[src/rtl/macguffin_pkg.sv]
// +----------------------------------------------------------------------+
// | macguffin_pkg                                                        |
// | Shared widths and FSM state type for the MacGuffin core arbiter.     |
// | Rev 1.0 - initial release                                            |
// +----------------------------------------------------------------------+
`default_nettype none

package macguffin_pkg;

  localparam int DATA_W = 64;
  localparam int KEY_W  = 128;

  typedef enum logic [1:0] {
    IDLE    = 2'd0,
    ISSUE   = 2'd1,
    WAIT    = 2'd2,
    DELIVER = 2'd3
  } arb_state_t;

endpackage

`default_nettype wire

[src/rtl/mgf_rr_pick.sv]
// +----------------------------------------------------------------------+
// | mgf_rr_pick                                                          |
// | Rotating-priority picker: first asserted valid at or above rr_ptr,   |
// | wrapping modulo N_REQ.                                               |
// | Rev 1.0 - initial release                                            |
// +----------------------------------------------------------------------+
`default_nettype none

module mgf_rr_pick #(
  parameter int N_REQ = 2,
  parameter int IDX_W = 1
) (
  input  logic [N_REQ-1:0] valid,
  input  logic [IDX_W-1:0] rr_ptr,
  output logic [IDX_W-1:0] grant,
  output logic             hit
);

  int unsigned      idx;
  logic [N_REQ-1:0] shifted;

  // Scan from rr_ptr upward; the first requester found keeps the grant.
  always_comb begin
    grant   = '0;
    hit     = 1'b0;
    idx     = 0;
    shifted = '0;
    for (int i = 0; i < N_REQ; i++) begin
      idx     = (32'(rr_ptr) + i) % N_REQ;
      shifted = valid >> idx;
      if (!hit && shifted[0]) begin
        hit   = 1'b1;
        grant = idx[IDX_W-1:0];
      end
    end
  end

endmodule

`default_nettype wire

[src/rtl/macguffin_arbiter.sv]
// +----------------------------------------------------------------------+
// | macguffin_arbiter                                                    |
// | Shares one iterative MacGuffin core between N_REQ AXI-Stream         |
// | requesters, round-robin, one block in flight. Optional watchdog      |
// | enabled by defining MGF_ARB_TIMEOUT_EN.                              |
// | Rev 1.0 - initial release                                            |
// +----------------------------------------------------------------------+
`default_nettype none

module macguffin_arbiter
  import macguffin_pkg::*;
#(
  parameter int N_REQ       = 2,
  parameter int TIMEOUT_CYC = 64
) (
  input  logic                           clk,
  input  logic                           rst,
  input  logic [N_REQ-1:0][KEY_W-1:0]    key,
  input  logic [N_REQ-1:0][DATA_W-1:0]   s_axis_tdata,
  input  logic [N_REQ-1:0]               s_axis_tvalid,
  output logic [N_REQ-1:0]               s_axis_tready,
  output logic [N_REQ-1:0][DATA_W-1:0]   m_axis_tdata,
  output logic [N_REQ-1:0]               m_axis_tvalid,
  input  logic [N_REQ-1:0]               m_axis_tready,
  output logic [KEY_W-1:0]               core_key,
  output logic [DATA_W-1:0]              core_s_tdata,
  output logic                           core_s_tvalid,
  input  logic                           core_s_tready,
  input  logic [DATA_W-1:0]              core_m_tdata,
  input  logic                           core_m_tvalid,
  output logic                           core_m_tready,
  output logic [$clog2(N_REQ)-1:0]       grant_id,
  output logic                           busy,
  output logic                           timeout_err
);

  localparam int IDX_W = $clog2(N_REQ);

  arb_state_t         state_q, state_d;
  logic [IDX_W-1:0]   rr_ptr_q, rr_ptr_d;
  logic [IDX_W-1:0]   grant_id_q, grant_id_d;
  logic [KEY_W-1:0]   key_q, key_d;
  logic [DATA_W-1:0]  data_q, data_d;
  logic [DATA_W-1:0]  res_q, res_d;

  logic [IDX_W-1:0]   pick_idx;
  logic               pick_hit;
  logic               accept;
  logic               tmo_hit;

  function automatic logic [IDX_W-1:0] next_ptr(input logic [IDX_W-1:0] g);
    if (g == IDX_W'(N_REQ - 1)) return '0;
    else                        return g + 1'b1;
  endfunction

  mgf_rr_pick #(
    .N_REQ (N_REQ),
    .IDX_W (IDX_W)
  ) u_pick (
    .valid  (s_axis_tvalid),
    .rr_ptr (rr_ptr_q),
    .grant  (pick_idx),
    .hit    (pick_hit)
  );

  // The picked requester is ready in the same cycle, so a hit in IDLE is a handshake.
  assign accept = (state_q == IDLE) && pick_hit && !rst;

`ifdef MGF_ARB_TIMEOUT_EN
  localparam int CNT_W = $clog2(TIMEOUT_CYC + 1);

  logic [CNT_W-1:0] cnt_q, cnt_d;
  logic             timeout_err_q, timeout_err_d;

  // Watchdog expires when the limit is reached and the core is not completing a handshake now.
  always_comb begin
    tmo_hit = (((state_q == ISSUE) && !core_s_tready) ||
               ((state_q == WAIT)  && !core_m_tvalid)) &&
              (cnt_q >= CNT_W'(TIMEOUT_CYC - 1));
    cnt_d         = cnt_q;
    timeout_err_d = timeout_err_q | tmo_hit;
    if (accept) cnt_d = '0;
    else if ((state_q == ISSUE) || (state_q == WAIT)) cnt_d = cnt_q + 1'b1;
  end

  // Watchdog registers; the error flag is sticky until reset.
  always_ff @(posedge clk) begin
    if (rst) begin
      cnt_q         <= '0;
      timeout_err_q <= 1'b0;
    end else begin
      cnt_q         <= cnt_d;
      timeout_err_q <= timeout_err_d;
    end
  end

  assign timeout_err = timeout_err_q;
`else
  logic unused_timeout_cyc;

  assign tmo_hit            = 1'b0;
  assign timeout_err        = 1'b0;
  assign unused_timeout_cyc = (TIMEOUT_CYC > 0);
`endif

  // Next-state logic for the arbitration FSM and its holding registers.
  always_comb begin
    state_d    = state_q;
    rr_ptr_d   = rr_ptr_q;
    grant_id_d = grant_id_q;
    key_d      = key_q;
    data_d     = data_q;
    res_d      = res_q;
    case (state_q)
      IDLE: begin
        if (accept) begin
          grant_id_d = pick_idx;
          key_d      = key[pick_idx];
          data_d     = s_axis_tdata[pick_idx];
          state_d    = ISSUE;
        end
      end
      ISSUE: begin
        if (tmo_hit) begin
          rr_ptr_d = next_ptr(grant_id_q);
          state_d  = IDLE;
        end else if (core_s_tready) begin
          state_d = WAIT;
        end
      end
      WAIT: begin
        if (tmo_hit) begin
          rr_ptr_d = next_ptr(grant_id_q);
          state_d  = IDLE;
        end else if (core_m_tvalid) begin
          res_d   = core_m_tdata;
          state_d = DELIVER;
        end
      end
      DELIVER: begin
        if (m_axis_tready[grant_id_q]) begin
          rr_ptr_d = next_ptr(grant_id_q);
          state_d  = IDLE;
        end
      end
      default: state_d = IDLE;
    endcase
  end

  // FSM and datapath registers; reset discards any block in flight.
  always_ff @(posedge clk) begin
    if (rst) begin
      state_q    <= IDLE;
      rr_ptr_q   <= '0;
      grant_id_q <= '0;
      key_q      <= '0;
      data_q     <= '0;
      res_q      <= '0;
    end else begin
      state_q    <= state_d;
      rr_ptr_q   <= rr_ptr_d;
      grant_id_q <= grant_id_d;
      key_q      <= key_d;
      data_q     <= data_d;
      res_q      <= res_d;
    end
  end

  // Requester-side handshake signals: at most one lane active at a time.
  always_comb begin
    s_axis_tready = '0;
    m_axis_tvalid = '0;
    m_axis_tdata  = '0;
    if (accept) s_axis_tready[pick_idx] = 1'b1;
    if (state_q == DELIVER) begin
      m_axis_tvalid[grant_id_q] = 1'b1;
      m_axis_tdata[grant_id_q]  = res_q;
    end
  end

  assign core_key      = key_q;
  assign core_s_tdata  = data_q;
  assign core_s_tvalid = (state_q == ISSUE);
  assign core_m_tready = (state_q == WAIT);
  assign grant_id      = grant_id_q;
  assign busy          = (state_q != IDLE);

endmodule

`default_nettype wire

[config.mk]
export PLATFORM = sky130hd
export DESIGN_NAME = macguffin_arbiter
export DESIGN_NICKNAME = d
export VERILOG_FILES = /design/src/rtl/macguffin_pkg.sv /design/src/rtl/mgf_rr_pick.sv /design/src/rtl/macguffin_arbiter.sv
export SDC_FILE = /design/constraint.sdc
export NUM_CORES = 1
export LEC_CHECK = 0
export BUFFER_PORTS_ARGS = -buffer_cell sky130_fd_sc_hd__buf_2
export CORE_AREA = 8 8 298 300
export DETAILED_ROUTE_END_ITERATION = 8
export DIE_AREA = 0 0 306 308
export GPL_ROUTABILITY_DRIVEN = 0
export HOLD_SLACK_MARGIN = 0.02
export PLACE_DENSITY = 0.46
export SYNTH_ARGS = -nofsm -noshare
export SYNTH_HDL_FRONTEND = slang
export SYNTH_SLANG_ARGS = --single-unit
[constraint.sdc]
create_clock -name clk -period 1.6 [get_ports clk]
set_input_delay 0.32 -clock clk [delete_from_list [all_inputs] [get_ports clk]]
set_output_delay 0.32 -clock clk [all_outputs]
set_load 0.02 [all_outputs]
After elaboration in Yosys (flattened, before gate mapping):

Index checks and enable logic that the tools add are counted.

* register bits: 260
* input port bits: 456
* word-level logic and storage cells: 60

* $add $sub $neg: 2
* $lt $le $gt $ge: 4
* eq/ne operators: 7
* shift operators: 2
* multiplexer cells: 25
* bitwise operators: 1
* reduce and logical (&&, ||, !) cells: 13

Operator list (count)
* $mux 128: 3
* $mux 64: 3
* $and 128x128->128: 1
* $demux 64 s1: 1
* $mux 2: 6
* $mux 1: 9
* $pmux 2 s4: 1
* $ne 2x2->1 const B: 3
* $reduce_and 2->1: 3
* $logic_and 1x1->1: 5
* $eq 2x2->1 const B: 2
* $lt 1x2->1 const B: 2
* $reduce_and 4->1: 1
* $shr 2x1->1: 2
* $add 1x1->1 const B: 2
* $demux 1 s1: 2
* $eq 2x1->1 const B: 1
* $ge 1x1->1 const B: 2
* $logic_not 1->1: 2
* $logic_not 2->1: 1
* $ne 2x1->1 const B: 1
* $reduce_bool 2->1: 1

Logic depth before layout (Yosys ltp):

Gate-level depths: netlist (run 1).

* depth in word-level cells: 10
* gate-level depth with buffers: 10

By module:

A second synthesis (run 1) with hierarchy kept.

* cell total of the unflattened synthesis: 1266
* area, all modules: 11254.5 um^2

Modules (own cells, without submodules)
* macguffin_arbiter: instances 1, cells each 1263, area each 11237.0 um^2, seq. area each 5205.0 um^2
* mgf_rr_pick: instances 1, cells each 3, area each 17.5 um^2, seq. area each 0.0 um^2

Least setup slack after synthesis (run 1):

No wires, ideal clock.

* kind: flip-flop to flip-flop
* start: reg state_q[1]
* end: reg key_q[10] (netlist: core_key[10])
* setup time: 0.128 ns
* arrival time: 1.716 ns
* required time: 1.472 ns
* setup slack: -0.243 ns
* cell stages (with the launch flop): 11
* period minus slack after synthesis: 1.843 ns
* cell sequence: dfxtp_1 inv_1 ha_1 buf_4 inv_2 or3_1 buf_2 buf_6 buf_6 a222oi_1 nor2_1

* word-level cells in the longest chain between the ends: 4

RTL lines
* start: declaration: RTL line macguffin_arbiter.sv:39 `arb_state_t state_q, state_d;`
* start signal: assignment: RTL line macguffin_arbiter.sv:160 `state_q <= state_d;`
* $logic_not 2->1 *: RTL line macguffin_arbiter.sv:67, macguffin_arbiter.sv:114
* $logic_and 1x1->1 (2 in series): RTL line macguffin_arbiter.sv:67 `assign accept = (state_q == IDLE) && pick_hit && !rst;`
* $reduce_and 2->1 (no source line) *
* end signal: assignment: RTL line macguffin_arbiter.sv:163 `key_q <= key_d;`
* end: declaration: RTL line macguffin_arbiter.sv:42 `logic [KEY_W-1:0] key_q, key_d;`

Mark *: on every way between the ends. The rest lies on a longest branch, timed or not.
A chain may end at the register's enable or synchronous reset.

==> flow_summary.ini, run 1 <==
[worst_setup_path]
timing.critical_path.cells = buf_6 -> ha_4 -> nor2b_4 -> buf_12 -> and2_2 -> buf_4
r2r_start = state_q[0]
worst_setup_path_start_kind = flop
r2r_depth = 8
critical_path.slowest_cell = sky130_fd_sc_hd__dfxtp_2
arrival_ns = 1.96
rr_endpoint = core_key[92]
worst-endpoint-required_ns = 1.28
cp.depth = 6
path_buf_inv = 3
timing_worst_setup_path_type = reg2out
crit_path_max_incr_delay_ns = 0.34
timing.critical_path.fanout_max = 28
cp_top_family = buffers and inverters
regToRegSetupSlack_ns = -0.46
endpoint_kind = output pin

[power_and_ir_drop]
power.ir.vdd_worst_v = 0.0007236
power_leakage_nw = 10.55
p_total_mw = 25.86
power.density_cell_area_nw_per_um2 = 1108

[die]
std_cell_rows = 107
floorplan.die.height_um = 308
fp.coreArea_um2 = 84210
start_util = 0.1225
num_io_pins = 785
dieArea_um2 = 94250
die_w_um = 306

[synthesis]
syn-cell-area_um2 = 10320
ys_dominant_reg_cell = sky130_fd_sc_hd__dfxtp_1
synth.top_cells.by_count = 260 x sky130_fd_sc_hd__dfxtp_1, 196 x sky130_fd_sc_hd__nor2_1, 193 x sky130_fd_sc_hd__a222oi_1
ys_types = 27
synth-async-reset-ratio = 0
post_synth_inst_count = 1131
postSynthRegisterBits = 260
synth.net_count = 1591
synth_largest_type_area_fraction = 0.5045
synth_area_per_cell_um2 = 9.122
synth.yosys.warnings = 0
yosys-top-cells-area = sky130_fd_sc_hd__dfxtp_1 50%, sky130_fd_sc_hd__a222oi_1 19%, sky130_fd_sc_hd__nor2_1 7.1%, sky130_fd_sc_hd__nand2_1 4.8%, sky130_fd_sc_hd__and2_1 4.0%
synth_enable_flop_cells = 0
ys_seq_area_frac = 0.5045
synthMostInstantiatedCell = sky130_fd_sc_hd__dfxtp_1
synthDominantAreaCellType = sky130_fd_sc_hd__dfxtp_1

[detailed_routing]
number_of_drc_violations_after_detailed_routing_iteration_0 = 1987
postRouteWirelength_mm = 72.57
drc = 4
drtPass1Iterations = 9
via_per_inst = 4.277
final_routed_wire_length_divided_by_cell_count_um = 20.70
detailroute.via_count = 14995
final_antenna_net_count = 0

[sta]
timing.final.setup_violations = 395
min_period_over_period = 1.427
drv_slew = 0
worst-slew-pin-transition_ns = 0.6499
period_needed_ns = 2.283
final-hold-violation-count = 0
clock_skew_ns = 0.01313
whs_ns = 0.05696
slew_headroom = 0.5667
grt_setup_unrepaired = true
setup_ws_ns = -0.6827
fin_setup_tns_ns = -147.81
max_freq_ghz = 0.4381

[final_layout]
fin_util = 0.2772
fill_cells = 8793
drive_above_1_share = 0.4427
area_growth_syn_to_layout_pct = 126.2
nNetsFinal = 2839

[clocking]
maximum_clock_path_buffer_count = 3
worst_setup_hold_path_clk_slew_ns = 0.06
cts_tree = built
cts.htree.levels = 1
worstSkewPairLatency_ns = 0.61
cts-buffers-inserted = 31
clock-root-buffer = sky130_fd_sc_hd__clkbuf_16
numClockSinks = 260

[placement]
pre_cts_setup_slack_ns = -0.3045
place.port_buffers = 783
dp_hpwl_mm = 47.45

[worst_hold_path]
hold_start = s_axis_tdata[107]
worst_hold_path.num_cells = 3
hold_class = in2reg
min_delay_worst_endpoint = core_s_tdata[43]

[global_routing]
first_global_vias = 15266
global_route_total_overflow = 0
wire_length_of_the_first_global_routing_pass_mm = 97.57
grt_start_max_net_pins = 107
gr-usage-all-layers = 0.1307
number_of_antenna_violations_at_the_first_check_in_global_routing = 16

[run_status]
status = finished with violations
failed_checks = DRC, setup timing

[flow_run]
maxCapViolCount = 0
-- what timing repair did --
action | 4_1_cts | 5_1_grt
endpoints found under the setup margin | 332 | 333
gates resized for setup | 203 | 130
pin swaps | 2 | 53
gates cloned | 4 | 28
endpoints found under the hold margin | 255 | 1
setup buffers | 5 | 20
hold buffers | 439 | 1
-- report_power, final --
part	internal (mW)	leakage, nW	switching, mW	total [mW]
combinational	4.89	7.94	5.70	10.6
sequential	7.52	2.12	0.703	8.22
clock	3.99	0.484	3.05	7.04
total	16.4	10.5	9.45	25.9
-- layer usage --
| layer | up-vias | routed length (um) | global-route usage |
|---|---|---|---|
| met2 | 956 | 35680 | 0.2323 |
| li1 | 6752 | - | - |
| met5 | - | 13 | 0 |
| met1 | 7104 | 27800 | 0.1483 |
| met4 | 2 | 2890 | 0.05063 |
| met3 | 181 | 6183 | 0.03531 |
-- area by class of cell --
class | instances | area (um^2) | area share
flip-flops and latches | 260 | 5211 | 0.2233
clock buffers | 49 | 943.4 | 0.04042
multi-input cells | 739 | 4847 | 0.2077
diodes | 15 | 37.54 | 0.001608
well taps | 1090 | 1364 | 0.05843
repair buffers | 1342 | 10870 | 0.4657
inverters | 5 | 26.28 | 0.001126
clock inverters | 6 | 40.04 | 0.001715
-- stage by stage --
step	area (um^2)	cells
after global routing	23330	3504
final	23340	3506
after global placement	15890	2942
after floorplan	10460	1131
after CTS	22110	3445
after detailed placement	15890	2942
-- worst max path at each step --
| stage | from | end |
|---|---|---|
| after floorplan | state_q[0] | core_key[121] |
| after global placement | s_axis_tvalid[0] | core_s_tdata[3] |
| after detailed placement | s_axis_tvalid[0] | core_s_tdata[43] |
| after CTS | state_q[0] | s_axis_tready[1] |
| after global routing | state_q[0] | m_axis_tdata[44] |
| final | state_q[0] | m_axis_tdata[5] |
-- state kept, by name (all words and copies together) (netlist names) --
signal        flops
core_key        128
core_s_tdata     64
grant_id          1
res_q            64
rr_ptr_q          1
state_q           2
-- layout by cell type (no fill, tap or decap), drive strengths merged --
| master | count |
|---|---|
| a21oi | 69 |
| inv | 6 |
| a21o | 1 |
| nor3 | 1 |
| clkinvlp | 1 |
| and3 | 64 |
| dlygate4sd3 | 440 |
| nor2 | 196 |
| buf | 881 |
| a211oi | 1 |
| clkbuf | 70 |
| o21ai | 2 |
| nand3b | 1 |
| o2bb2ai | 1 |
| a222oi | 193 |
| clkinv | 4 |
| and2 | 66 |
| diode | 15 |
| nor2b | 3 |
| ha | 4 |
| or3 | 2 |
| mux2i | 1 |
| nand2 | 132 |
| dfxtp | 260 |
| nand3 | 1 |
| conb | 1 |
-- cells by family after synthesis --
logic type                 Yosys count  share of synthesized area
and+or+nand+nor                    465                     0.2023
AOI/OAI and AO/OA                  267                     0.2240
DFF                                260                     0.5045
buffers and inverters              133                    0.06306
adders and majority gates            4                   0.004851
muxes                                1                  0.0009702
other                                1                  0.0003635
-- tightest hold or removal path, delay by kind of cell --
kind	cells	cell delay, ns
buffers and inverters	1	0.12
AO/OA/AOI/OAI	1	0.09
AND/OR/NAND/NOR	1	0.08
(Power assumes the default switching activity.)
==> inputs of run 2 (changes only) <==
ABC_AREA = 1   (was default)
CORE_AREA = 8 8 301 303   (was 8 8 298 300)
DIE_AREA = 0 0 309 311   (was 0 0 306 308)
PLACE_DENSITY = 0.48   (was 0.46)
REMOVE_ABC_BUFFERS = 1   (was default)
==> flow_summary.ini, run 2 <==
[detailed_routing]
via_per_inst = 3.862
drc = 0
wl_met2_mm = 33.39
final_antenna_net_count = 0
detailroute.wirelength.met3_mm = 5.356
detailroute.via_count = 15668
wl_met1_mm = 28.30
routed.top_layer = met5
number_of_drc_violations_after_detailed_routing_iteration_0 = 930
drtPass1Iterations = 5
postRouteWirelength_mm = 69.37
final_routed_wire_length_divided_by_cell_count_um = 17.10

[power_and_ir_drop]
power.density_cell_area_nw_per_um2 = 1105
power.combinational.fraction = 0.387
power.switching_mw = 8.982
power_leakage_nw = 10.66
p_total_mw = 24.87
power.sequential.fraction = 0.322
power.ir.vdd_worst_v = 0.0008414
power.switching_fraction = 0.3611
clock_power_share = 0.291
p_int_mw = 15.89

[worst_setup_path]
r2r_start = state_q[0]
timing.critical_path.fanout_max = 15
worst_setup_path_start_kind = flop
worst-endpoint-required_ns = 1.28
arrival_ns = 1.91
r2r_depth = 13
startpoint = state_q[1]
endpoint_kind = output pin
timing_worst_setup_path_type = reg2out

[placement]
dp_hpwl_mm = 51.45
pre_cts_setup_slack_ns = -0.1708
place.port_buffers = 783
place.detailed.instances = 3868
detailed_place.area_um2 = 18190

[synthesis]
yosys-top-cells-area = sky130_fd_sc_hd__dfxtp_1 43%, sky130_fd_sc_hd__nand2_1 30%, sky130_fd_sc_hd__a21oi_1 11%, sky130_fd_sc_hd__nor2_1 4.4%, sky130_fd_sc_hd__o21ai_0 2.8%
synthMostInstantiatedCell = sky130_fd_sc_hd__nand2_1
postSynthRegisterBits = 260
ys_dominant_reg_cell = sky130_fd_sc_hd__dfxtp_1
synth-async-reset-ratio = 0
ys_types = 18
synth.yosys.warnings = 0
synth_enable_flop_cells = 0
synth.top_cells.by_count = 974 x sky130_fd_sc_hd__nand2_1, 260 x sky130_fd_sc_hd__dfxtp_1, 258 x sky130_fd_sc_hd__a21oi_1
ys_seq_area_frac = 0.4303
synth_largest_type_area_fraction = 0.4303
synth_area_per_cell_um2 = 6.254
syn-cell-area_um2 = 12100
post_synth_inst_count = 1934
synthDominantAreaCellType = sky130_fd_sc_hd__dfxtp_1

[die]
die_w_um = 309
num_io_pins = 785
dieArea_um2 = 96100
std_cell_rows = 108
floorplan.die.height_um = 311
fp.coreArea_um2 = 85940
start_util = 0.1407

[clocking]
worst_setup_hold_path_clk_slew_ns = 0.06
numClockSinks = 260
cts.htree.levels = 1
worstSkewPairLatency_ns = 0.58
maximum_clock_path_buffer_count = 3
clock-root-buffer = sky130_fd_sc_hd__clkbuf_16
cts-buffers-inserted = 31
cts_tree = built

[sta]
fin_setup_tns_ns = -123.29
min_period_over_period = 1.391
final-hold-violation-count = 0
grt_setup_unrepaired = true
clock_skew_ns = 0.02249
setup_ws_ns = -0.6250
period_needed_ns = 2.225
max_freq_ghz = 0.4494
drv_slew = 0
whs_ns = 0.07855
timing.final.setup_violations = 328

[global_routing]
number_of_antenna_violations_at_the_first_check_in_global_routing = 14
global_route_total_overflow = 0
first_global_vias = 15875
wire_length_of_the_first_global_routing_pass_mm = 97.59
grt_start_max_net_pins = 69
gr-usage-all-layers = 0.1309

[final_layout]
area_growth_syn_to_layout_pct = 86.09
mostFrequentLayoutCells = 968 x sky130_fd_sc_hd__nand2_1, 646 x sky130_fd_sc_hd__buf_2, 256 x sky130_fd_sc_hd__dfxtp_1, 245 x sky130_fd_sc_hd__a21oi_1, 145 x sky130_fd_sc_hd__buf_4
flip_flop_count_of_the_largest_register_after_layout = 128
fin_util = 0.2619
number_of_non_filler_instances_in_the_completed_layout = 4057
drive_above_1_share = 0.3963
final_instance_area_um2 = 22510
fill_cells = 9540
nNetsFinal = 3334
mostFrequentLayoutCell = sky130_fd_sc_hd__nand2_1

[worst_hold_path]
worst_hold_path.num_cells = 5
hold_start = s_axis_tdata[86]
hold_class = in2reg

[run_status]
failed_checks = setup timing
status = finished with violations

[flow_run]
maxCapViolCount = 0
## run 2: cell count changes after synthesis, moves of 66 or more
cell                       delta
sky130_fd_sc_hd__inv_1       +72
sky130_fd_sc_hd__a21oi_1    +189
sky130_fd_sc_hd__and2_1      -66
sky130_fd_sc_hd__a222oi_1   -193
sky130_fd_sc_hd__nand2_1    +842
sky130_fd_sc_hd__o21ai_0     +66
## run 2: cells by family after synthesis
logic type | count (synthesis) | synth area share
other cells | 1 | 0.0003100
buf+inv | 221 | 0.08100
compound gates | 326 | 0.1352
simple gates | 1122 | 0.3490
flops | 260 | 0.4303
fa+ha+maj | 4 | 0.004138
## run 2: what timing repair did
item / in CTS / in global routing
endpoints found under the hold margin: 77 / 0
pin swaps: 6 / 1
setup buffers: 18 / 4
gates cloned: 17 / 8
endpoints found under the setup margin: 334 / 343
resized for setup: 264 / 232
hold buffers: 82 / 0
## run 2: critical path: stages, from the launching register on
cell                      delay (ns)
sky130_fd_sc_hd__dfxtp_4        0.36
sky130_fd_sc_hd__ha_4           0.16
sky130_fd_sc_hd__buf_6          0.12
sky130_fd_sc_hd__nand2_8        0.11
sky130_fd_sc_hd__buf_12         0.16
sky130_fd_sc_hd__buf_12         0.17
sky130_fd_sc_hd__nor2_1         0.06
sky130_fd_sc_hd__buf_4          0.15
## run 2: final timing paths
kind                      endpoint  slack, ns
hold reg to reg   core_s_tdata[58]       0.46
setup / recovery  m_axis_tdata[99]      -0.63
hold / removal    core_s_tdata[22]       0.08
setup reg to reg  core_s_tdata[34]      -0.34
## run 2: cell type report
class | instances | area [um^2] | share of cell area
sequential | 260 | 5220 | 0.2319
clock buffer | 42 | 887.1 | 0.03941
timing repair inverter | 1 | 20.02 | 0.0008894
clock inverter | 11 | 140.1 | 0.006226
antenna | 8 | 20.02 | 0.0008894
inverter | 80 | 324.1 | 0.01440
multi-input combinational | 1453 | 6628 | 0.2945
tap | 1155 | 1445 | 0.06421
timing repair buffer | 1047 | 7824 | 0.3476
## run 2: routing by layer
metal	GRT usage	up-vias
li1	-	7880
met1	0.1575	7058
met2	0.2282	609
met3	0.03054	117
met4	0.04075	4
met5	0	-
## run 2: power by group through the flow
stage	Sequential, mW	Combinational (mW)	Clock (mW)
floorplan	8.90	2.86	0
global route	8.14	10.4	7.79
CTS	8.01	9.29	7.60
finish	8.01	9.62	7.24
detailed placement	8.10	7.57	0
global placement	8.09	7.58	0
